$ cat src/rtl/cnn_pkg.sv
// Shared constants and types for the CNN scan loader.
//   ADDR_W   : address bits per scan frame
//   DATA_W   : data bits per scan frame (nine 8-bit weights)
//   FRAME_W  : total serial frame length, address first, MSB first
//   CNT_W    : width of the in-frame bit counter
//   loader_state_e : loader FSM states
package cnn_pkg;
  localparam int ADDR_W  = 10;
  localparam int DATA_W  = 72;
  localparam int FRAME_W = ADDR_W + DATA_W;
  localparam int CNT_W   = $clog2(FRAME_W);

  typedef enum logic [1:0] {
    IDLE  = 2'd0,
    SHIFT = 2'd1,
    DONE  = 2'd2
  } loader_state_e;
endpackage

$ cat src/rtl/cnn_scan_loader_if.sv
// Bus between the scan host and the loader, plus the CNN-facing write port.
//   scan_en/scan_in : serial stream; a bit is taken on every clock with scan_en=1
//   start_i         : start request from the host
//   write_en/addr_w/data_w : one-cycle write strobe with held address/data
//   load_done       : level, full parameter image written
//   frame_err       : one-cycle pulse, partial frame discarded
//   sta             : one-cycle start pulse to the CNN
//   dbg_state       : loader FSM state for observation
// Handshake: the stream has no back-pressure; scan_en=1 means scan_in is valid
// this cycle and is always consumed (unless the load is DONE). write_en is a
// single-cycle strobe with no ready; addr_w/data_w are valid while it is high.
interface cnn_scan_loader_if;
  import cnn_pkg::*;

  logic                scan_en;
  logic                scan_in;
  logic                start_i;
  logic                write_en;
  logic [ADDR_W-1:0]   addr_w;
  logic [DATA_W-1:0]   data_w;
  logic                load_done;
  logic                frame_err;
  logic                sta;
  loader_state_e       dbg_state;

  modport master (
    output scan_en, scan_in, start_i,
    input  write_en, addr_w, data_w, load_done, frame_err, sta, dbg_state
  );

  modport slave (
    input  scan_en, scan_in, start_i,
    output write_en, addr_w, data_w, load_done, frame_err, sta, dbg_state
  );
endinterface

$ cat src/rtl/scan_deser.sv
// Serial-to-parallel shift register with an in-frame bit counter.
//   clk, rst_n      : clock, asynchronous active-low reset
//   i_shift         : take i_scan_in this cycle
//   i_clear         : discard the partial frame (bit counter to 0)
//   i_scan_in       : serial bit, entered at the LSB
//   o_frame_full    : registered one-cycle flag, o_frame holds a complete frame
//   o_frame         : shift register contents
//   o_bit_cnt       : bits taken so far in the current frame
module scan_deser
  import cnn_pkg::*;
(
  input  logic               clk,
  input  logic               rst_n,
  input  logic               i_shift,
  input  logic               i_clear,
  input  logic               i_scan_in,
  output logic               o_frame_full,
  output logic [FRAME_W-1:0] o_frame,
  output logic [CNT_W-1:0]   o_bit_cnt
);
  logic [FRAME_W-1:0] r_sr;
  logic [CNT_W-1:0]   r_cnt;
  logic               r_full;
  logic               w_last;

  // The bit being taken now is the last of the frame.
  assign w_last = i_shift && (r_cnt == CNT_W'(FRAME_W - 1));

  always_ff @(posedge clk or negedge rst_n) begin
    if (!rst_n) begin
      r_sr   <= '0;
      r_cnt  <= '0;
      r_full <= 1'b0;
    end else begin
      r_full <= w_last;
      if (i_shift) r_sr <= {r_sr[FRAME_W-2:0], i_scan_in};
      if (i_clear || w_last) r_cnt <= '0;
      else if (i_shift)      r_cnt <= r_cnt + 1'b1;
    end
  end

  assign o_frame_full = r_full;
  assign o_frame      = r_sr;
  assign o_bit_cnt    = r_cnt;
endmodule

$ cat src/rtl/cnn_scan_loader.sv
// Weight/bias scan loader in front of the CNN. Deserialises 82-bit frames,
// writes them to the CNN scan port, counts frames to WORD_NUM, then gates
// host start requests into the CNN sta pulse.
//   WORD_NUM : frames in a complete load (1..2**ADDR_W)
//   clk      : clock
//   rst_n    : asynchronous active-low reset
//   bus      : cnn_scan_loader_if.slave (scan stream in, CNN write port out)
module cnn_scan_loader
  import cnn_pkg::*;
#(
  parameter int WORD_NUM = 128
) (
  input  logic               clk,
  input  logic               rst_n,
  cnn_scan_loader_if.slave   bus
);
  localparam int WC_W = $clog2(WORD_NUM + 1);

  loader_state_e       r_state, w_state_nxt;
  logic [WC_W-1:0]     r_word_cnt, w_word_cnt_nxt;
  logic                r_write_en, w_write_en_nxt;
  logic [ADDR_W-1:0]   r_addr_w, w_addr_w_nxt;
  logic [DATA_W-1:0]   r_data_w, w_data_w_nxt;
  logic                r_load_done, w_load_done_nxt;
  logic                r_frame_err, w_frame_err_nxt;
  logic                r_sta, w_sta_nxt;

  logic                w_shift;
  logic                w_abort;
  logic                w_last_word;
  logic                w_frame_full;
  logic [FRAME_W-1:0]  w_frame;
  logic [CNT_W-1:0]    w_bit_cnt;

  // The final frame is written in the same cycle the FSM enters DONE, so a
  // bit arriving in that cycle already belongs to the ignored region.
  assign w_last_word = w_frame_full && (r_word_cnt == WC_W'(WORD_NUM - 1));
  assign w_shift     = bus.scan_en && (r_state != DONE) && !w_last_word;
  // Right after a frame completes the FSM is still in SHIFT with bit_cnt=0;
  // a gap there is a normal inter-frame idle, not an abort.
  assign w_abort     = (r_state == SHIFT) && !bus.scan_en && (w_bit_cnt != '0);

  scan_deser u_deser (
    .clk          (clk),
    .rst_n        (rst_n),
    .i_shift      (w_shift),
    .i_clear      (w_abort),
    .i_scan_in    (bus.scan_in),
    .o_frame_full (w_frame_full),
    .o_frame      (w_frame),
    .o_bit_cnt    (w_bit_cnt)
  );

  always_ff @(posedge clk or negedge rst_n) begin
    if (!rst_n) begin
      r_state     <= IDLE;
      r_word_cnt  <= '0;
      r_write_en  <= 1'b0;
      r_addr_w    <= '0;
      r_data_w    <= '0;
      r_load_done <= 1'b0;
      r_frame_err <= 1'b0;
      r_sta       <= 1'b0;
    end else begin
      r_state     <= w_state_nxt;
      r_word_cnt  <= w_word_cnt_nxt;
      r_write_en  <= w_write_en_nxt;
      r_addr_w    <= w_addr_w_nxt;
      r_data_w    <= w_data_w_nxt;
      r_load_done <= w_load_done_nxt;
      r_frame_err <= w_frame_err_nxt;
      r_sta       <= w_sta_nxt;
    end
  end

  always_comb begin
    w_state_nxt     = r_state;
    w_word_cnt_nxt  = r_word_cnt;
    w_write_en_nxt  = w_frame_full;
    w_addr_w_nxt    = r_addr_w;
    w_data_w_nxt    = r_data_w;
    w_load_done_nxt = r_load_done || w_last_word;
    w_frame_err_nxt = w_abort;
    w_sta_nxt       = (r_state == DONE) && bus.start_i;

    if (w_frame_full) begin
      w_addr_w_nxt   = w_frame[FRAME_W-1:DATA_W];
      w_data_w_nxt   = w_frame[DATA_W-1:0];
      w_word_cnt_nxt = r_word_cnt + 1'b1;
    end

    case (r_state)
      IDLE: begin
        if (w_shift) w_state_nxt = SHIFT;
      end
      SHIFT: begin
        if (w_abort)            w_state_nxt = IDLE;
        else if (w_last_word)   w_state_nxt = DONE;
        else if (w_frame_full)  w_state_nxt = w_shift ? SHIFT : IDLE;
      end
      DONE:    w_state_nxt = DONE;
      default: w_state_nxt = IDLE;
    endcase
  end

  assign bus.write_en  = r_write_en;
  assign bus.addr_w    = r_addr_w;
  assign bus.data_w    = r_data_w;
  assign bus.load_done = r_load_done;
  assign bus.frame_err = r_frame_err;
  assign bus.sta       = r_sta;
  assign bus.dbg_state = r_state;
endmodule
$ cat src/flat_wrapper.sv
// flat-port wrapper written by rule: the top's interface ports become plain ports
module cnn_scan_loader_flat import cnn_pkg::*;
#(
  parameter int WORD_NUM = 128
)
  (clk, rst_n, bus_scan_en, bus_scan_in, bus_start_i, bus_write_en, bus_addr_w, bus_data_w, bus_load_done, bus_frame_err, bus_sta, bus_dbg_state);
  cnn_scan_loader_if bus_i ();
  input  logic clk;
  input  logic rst_n;
  input wire logic [$bits(bus_i.scan_en)-1:0] bus_scan_en;
  input wire logic [$bits(bus_i.scan_in)-1:0] bus_scan_in;
  input wire logic [$bits(bus_i.start_i)-1:0] bus_start_i;
  output wire logic [$bits(bus_i.write_en)-1:0] bus_write_en;
  output wire logic [$bits(bus_i.addr_w)-1:0] bus_addr_w;
  output wire logic [$bits(bus_i.data_w)-1:0] bus_data_w;
  output wire logic [$bits(bus_i.load_done)-1:0] bus_load_done;
  output wire logic [$bits(bus_i.frame_err)-1:0] bus_frame_err;
  output wire logic [$bits(bus_i.sta)-1:0] bus_sta;
  output wire logic [$bits(bus_i.dbg_state)-1:0] bus_dbg_state;
  assign bus_i.scan_en = bus_scan_en;
  assign bus_i.scan_in = bus_scan_in;
  assign bus_i.start_i = bus_start_i;
  assign bus_write_en = bus_i.write_en;
  assign bus_addr_w = bus_i.addr_w;
  assign bus_data_w = bus_i.data_w;
  assign bus_load_done = bus_i.load_done;
  assign bus_frame_err = bus_i.frame_err;
  assign bus_sta = bus_i.sta;
  assign bus_dbg_state = bus_i.dbg_state;
  cnn_scan_loader #(.WORD_NUM(WORD_NUM)) u_core (.clk(clk), .rst_n(rst_n), .bus(bus_i));
endmodule
$ cat config.mk
export PLATFORM = sky130hd
export DESIGN_NAME = cnn_scan_loader_flat
export DESIGN_NICKNAME = d
export VERILOG_FILES = /design/src/rtl/cnn_pkg.sv /design/src/rtl/cnn_scan_loader_if.sv /design/src/rtl/scan_deser.sv /design/src/rtl/cnn_scan_loader.sv /design/src/flat_wrapper.sv
export SDC_FILE = /design/constraint.sdc
export NUM_CORES = 1
export LEC_CHECK = 0
export ABC_CLOCK_PERIOD_IN_PS = 5360
export CELL_PAD_IN_SITES_DETAIL_PLACEMENT = 0
export CELL_PAD_IN_SITES_GLOBAL_PLACEMENT = 1
export CORE_ASPECT_RATIO = 1.25
export CORE_MARGIN = 5
export CORE_UTILIZATION = 49
export DETAILED_ROUTE_END_ITERATION = 6
export PLACE_DENSITY_LB_ADDON = 0.1
export SETUP_SLACK_MARGIN = 0.15
export SLEW_MARGIN = 20
export SYNTH_ARGS = -nofsm -noshare
export SYNTH_HDL_FRONTEND = slang
export SYNTH_SLANG_ARGS = --single-unit
$ cat constraint.sdc
create_clock -name clk -period 5.36 [get_ports clk]
set_clock_uncertainty 0.2 [all_clocks]
set_input_delay 1.072 -clock clk [delete_from_list [all_inputs] [get_ports clk]]
set_output_delay 1.072 -clock clk [all_outputs]
set_load 0.01 [all_outputs]
# [Word level (Yosys, flattened, before mapping)]
# Cells that the tools add are included.
[classes] shift=0 n_lt_le_gt_ge=0 multipliers=0 reduce_logical=15 div_mod_pow=0 bitwise_logic=0 mux=8 add_sub_neg=2 eq_ne=7
[op_table] op="two-way mux 7 bit" n=2
[op_table] op="adder 8 x 1 -> 8 bit, second input constant" n=1
[op_table] op="equality test 8 x 7 -> 1 bit, second input constant" n=1
[op_table] op="two-way mux 2 bit" n=4
[op_table] op="adder 7 x 1 -> 7 bit, second input constant" n=1
[op_table] op="equality test 7 bit, second input constant" n=1
[op_table] op="logical AND 1 bit" n=7
[op_table] op="nonzero test 7 bit" n=1
[op_table] op="case mux 2 bit (3 select lines)" n=1
[op_table] op="inequality test 2 bit, second input constant" n=2
[op_table] op="inequality test 4 x 3 -> 1 bit, second input constant" n=1
[op_table] op="equality test 2 x 1 -> 1 bit, second input constant" n=1
[op_table] op="equality test 2 bit, second input constant" n=1
[op_table] op="zero test 1 bit" n=2
[op_table] op="zero test 2 bit" n=1
[op_table] op="logical OR 1 bit" n=2
[op_table] op="AND reduction 2 bit" n=1
[op_table] op="nonzero test 2 bit" n=1
[op_table] op="two-way mux 1 bit" n=1
[totals] in_bits=5 elab_cells=43 latch_bits=0 n_memories=0 ramBits=0 reg_bits=186 rom_bits=0 output_inout_bits=88

# [Logic depth before layout (Yosys ltp)]
[depth] ltp_word=9 ltp_mapped=7 ltp_nobuf=5

# [Cells and area by module]
# From an unflattened synthesis, not the netlist that was laid out.
[unflattened] cells_unflattened=432 area_unflattened_um2=7079.3
[by_module_without_submodules] mod="cnn_scan_loader" cells_per_inst=222 seq_area_each_um2=2402.3 area_each_um2=3644.7 instances=1
[by_module_without_submodules] mod="scan_deser" cells_per_inst=210 seq_area_each_um2=2252.2 area_each_um2=3434.5 instances=1

# [Worst setup path after synthesis]
# OpenSTA, ideal clock, no wires.
[synth_timing] path_type="input port to flip-flop" startpoint="in bus_scan_en" endpoint="reg u_core.u_deser.r_cnt[1], in the netlist u_core.u_deser.o_bit_cnt[1]" setup_time_ns=0.079 slack_ns=3.166 arrival_time_ns=1.915 stages=4 required_time_ns=5.081 cell_sequence="o311ai_4 > buf_4 > or3b_2 > a21oi_1"
[synth_between] elab_chain_len=5 elab_cells_between_ends=9 classes_between="mux: 1; reduce/logical: 8"
[synth_lines] item="from (decl)" line_no="flat_wrapper.sv:10" text="input wire logic [$bits(bus_i.scan_en)-1:0] bus_scan_en;"
[synth_lines] item="zero test 1 bit / logical AND 1 bit (equally long branches)" line_no="cnn_scan_loader.sv:41, cnn_scan_loader.sv:38"
[synth_lines] item="logical AND 1 bit, on equally long branches" line_no="cnn_scan_loader.sv:41, cnn_scan_loader.sv:38"
[synth_lines] item="logical AND 1 bit, on equally long branches" line_no="cnn_scan_loader.sv:41, scan_deser.sv:27"
[synth_lines] item="logical OR 1 bit" line_no="scan_deser.sv:37" text="if (i_clear || w_last) r_cnt <= '0;"
[synth_lines] item="two-way mux 7 bit / nonzero test 2 bit (equally long branches)"
[synth_lines] item="to (signal assigned)" line_no="scan_deser.sv:38" text="else if (i_shift) r_cnt <= r_cnt + 1'b1;"
[synth_lines] item="to (decl)" line_no="scan_deser.sv:22" text="logic [CNT_W-1:0] r_cnt;"
# Parallel ways exist; a longest one is shown, timed or not.
# A chain may end at the register's enable or synchronous reset.

# [Final worst setup path]
# Ends and elaborated chain as after synthesis.

==> impl_summary.log <==
[metrics] result of the run: finished, final reports clean
[metrics] ratio of routed vias to standard cells: approximately 5.2
[metrics] clock latency of the later-clocked register in the worst-skew pair: about 0.41 ns
[metrics] syn_nets: 448
[metrics] number of antenna violations at the first check in global routing: 0
[metrics] total of warnings raised by yosys: 0
[metrics] largest net degree at the start of global routing: 130
[metrics] global routing usage summed across all routing layers: about 15%
[metrics] Syn-to-layout area delta: 24.1%
[metrics] clock root buffer master: sky130_fd_sc_hd__clkbuf_16
[metrics] area of the multi-input gates: approximately 2300 sq um
[metrics] DRT Wirelength: 11600 um
[metrics] Max Freq: 372 MHz
[metrics] required time reported for the critical path endpoint: roughly 5.5 ns
[metrics] final-report max-slew violation count: 0
[metrics] Arrival @ worst endpoint: about 2.8 ns
[metrics] number of gates given a new drive strength after cts: 0
[metrics] die height: between 100 and 150 um
[metrics] sequential fraction of the synthesis area: between 60% and 70%
[metrics] reg2reg start: u_core.r_word_cnt[0]$_DFFE_PN0P_
[metrics] Critical path destination: u_core.u_deser.o_bit_cnt[1]$_DFFE_PN0P_
[metrics] effective utilization at floorplan: 49.5%
[metrics] average routed wire per standard cell: ~16 um
[metrics] fillers: around 1100
[metrics] last weighted congestion value of the routability-driven placer: approximately 0.71
[metrics] Buffers on Ports: 92
[metrics] Tightest Hold Check Type: reg2reg
[metrics] Via Count: 3761
[metrics] final clock period utilization by the worst path: 50.2%
[metrics] per-instance average area after synthesis: about 16 sq um
[metrics] clock transition at the registers of the reported paths: roughly 0.060 ns
[metrics] number of violations reported at the end of detailed-routing iteration 0: 176
[metrics] die area: ~17000 sq um
[metrics] total non-filler cell area in the finished layout: around 8800 sq um
[metrics] worst ir drop on vdd: ~220 uV
[metrics] Boundary Pins: 93
[metrics] HPWL after detailed placement: approximately 7300 um
[metrics] worst hold margin: 0.277 ns
[metrics] die extent in x: ~120 um
[metrics] clock tree from TritonCTS: yes
[metrics] unrepaired setup endpoints after global routing: false
[metrics] worst slew margin relative to its limit: between 40% and 50%
[metrics] total design power: 3.06 mW
[metrics] capturing element type of the critical path: register
[metrics] post-CTS setup repair buffer count: 0
[metrics] start point of the critical path: bus_scan_en
[metrics] number of rows created at floorplan: 49
[metrics] max-cap violation count: 0
[metrics] cell area after synthesis: around 7000 sq um
[metrics] maximum fanout along the worst path: 58
[metrics] total CTS buffers: 17
[metrics] core area: roughly 14000 sq um
[metrics] total negative slack: 0 ns
[metrics] worst setup path class: in2reg
[metrics] Pwr per Cell Area: 349 nW/um^2
[metrics] Sink Count: about 190
[metrics] CP Launch Type: input pin
[metrics] number of inserted diodes: 0
[metrics] layout cell share with drive strength beyond 1: 36.8%
[metrics] number of standard cells after synthesis: about 440
[metrics] reg-to-reg critical path endpoint: u_core.u_deser.o_frame[7]$_DFFE_PN0P_
[metrics] # nets final: ~550
[metrics] area taken by flip-flops and latches: approximately 4700 sq um
[metrics] Synth cell types: 30
[metrics] worst setup slack for register-to-register paths: between 2 and 3 ns
[metrics] detailed-router iteration count before antenna repair: 4
[metrics] number of H-tree branching levels: 4
[metrics] via count of the first global-routing pass: approximately 4100
[metrics] total of hold buffers inserted after clock tree synthesis: 0
[metrics] path depth of the worst reg2reg path: 5
[metrics] instance area at placement: just over 8000 sq um
[metrics] Remaining DRCs: 0
[metrics] first-pass GRT wire length: roughly 20000 um
[metrics] Pleak: 4.20 nW
[metrics] Routed Antenna Nets: 0
[metrics] fin util: 61.4%
[metrics] register bit count reported by yosys: ~190
[metrics] number of endpoints failing setup at the final stage: 0
[metrics] Max Buffers Root-to-Sink: 2
[metrics] Final min period: between 2 and 3 ns
[metrics] slew of the pin with the lowest slew margin: roughly 0.82 ns
[metrics] gr ovfl total: 0
[metrics] Final Hold Violating Endpoints: 0
==> worst max-delay path: stages <==
cell and delay (ns):
sky130_fd_sc_hd__clkdlybuf4s50_1 0.59, sky130_fd_sc_hd__o311ai_4 0.13, sky130_fd_sc_hd__buf_4 0.36, sky130_fd_sc_hd__or3b_2 0.52, sky130_fd_sc_hd__a21oi_1 0.14
==> layout make-up <==
| type | count | area share [%] |
|---|---|---|
| Multi-Input combinational cell | 226 | 26.1 |
| Tap cell | 178 | 2.54 |
| Clock buffer | 25 | 5.31 |
| Timing Repair Buffer | 98 | 11.3 |
| Inverter | 7 | 0.299 |
| Sequential cell | 186 | 53.1 |
| Clock inverter | 7 | 1.33 |
==> through the flow <==
| stage | std cells | setup WS (ns) |
|---|---|---|
| final | 727 | 2.67 |
| after global routing | 727 | 2.59 |
| after CTS | 726 | 2.67 |
| after detailed placement | 694 | 2.24 |
| after global placement | 694 | 2.25 |
| after floorplan | 439 | 3.17 |
==> cell usage in the layout (no fill, tap or decap), drive strengths merged, types with 5 or more instances in the layout <==
master,n
clkdlybuf4s50,91
xnor2,5
inv,7
nor2,6
clkbuf,26
nand4,6
dfrtp,186
nand2,5
a21oi,6
buf,6
o31ai,5
mux2,165
==> cell usage after synthesis (all sizes together) <==
| cell type | instances | share of area [%] |
|---|---|---|
| a311oi | 1 | 0.12 |
| nor3 | 3 | 0.21 |
| ha | 4 | 0.71 |
| a21oi | 6 | 0.42 |
| or2 | 1 | 0.089 |
| buf | 13 | 1.1 |
| nor2 | 6 | 0.32 |
| o311ai | 1 | 0.37 |
| nand2b | 3 | 0.27 |
| mux2 | 165 | 26 |
| o31ai | 5 | 0.53 |
| o21ai | 1 | 0.071 |
| xnor2 | 5 | 0.62 |
| inv | 7 | 0.37 |
| or4 | 4 | 0.42 |
| o21bai | 1 | 0.11 |
| xor2 | 3 | 0.37 |
| or3 | 1 | 0.089 |
| nand3 | 3 | 0.21 |
| nand2 | 5 | 0.27 |
| or3b | 1 | 0.12 |
| clkbuf | 7 | 0.37 |
| dfrtp | 186 | 66 |
| a211oi | 1 | 0.11 |
| nand4 | 6 | 0.62 |
==> power breakdown <==
group          internal (mW)  total (mW)  switching [mW]
logic                  0.125       0.230           0.105
registers               1.52        1.60          0.0850
clock network          0.746        1.23           0.486
==> worst min path at each step <==
stage	start	endpoint	slack, ns	depth (start not counted)
floorplan	u_core.u_deser.o_frame_full$_DFF_PN0_	u_core.bus.write_en$_DFF_PN0_	0.15	0
global placement	u_core.bus.load_done$_DFF_PN0_	u_core.bus.load_done$_DFF_PN0_	0.25	1
detailed placement	u_core.r_word_cnt[6]$_DFFE_PN0P_	u_core.r_word_cnt[6]$_DFFE_PN0P_	0.27	1
CTS	u_core.r_word_cnt[6]$_DFFE_PN0P_	u_core.r_word_cnt[6]$_DFFE_PN0P_	0.28	1
global route	u_core.r_word_cnt[6]$_DFFE_PN0P_	u_core.r_word_cnt[6]$_DFFE_PN0P_	0.30	1
finish	u_core.r_word_cnt[6]$_DFFE_PN0P_	u_core.r_word_cnt[6]$_DFFE_PN0P_	0.28	1
==> flip-flops by register name, summed over array words and instances (netlist names) <==
name,count
u_core.bus.dbg_state,2
u_core.bus.data_w,72
u_core.u_deser.o_frame,82
u_core.bus.frame_err,1
u_core.u_deser.o_frame_full,1
u_core.bus.sta,1
u_core.bus.load_done,1
u_core.u_deser.o_bit_cnt,7
u_core.bus.addr_w,10
u_core.r_word_cnt,8
u_core.bus.write_en,1
==> logic make-up (layout without fill, tap and decap cells) <==
logic type	Yosys count	after routing	synth area share [%]
flops	186	186	65.8
mux	165	165	26.3
simple gates	33	33	2.62
buf+inv	27	137	1.86
compound gates	16	16	1.73
xor+xnor	8	8	0.991
fa+ha+maj	4	4	0.708
==> metal layers <==
layer  share of wire (%)  GRT usage [%]
met1                  43           18.0
met2                  50           23.6
met3                 6.1           5.28
met4                 1.0           6.70
met5                   0              0
No activity file was read; power rests on OpenSTA's default activity.
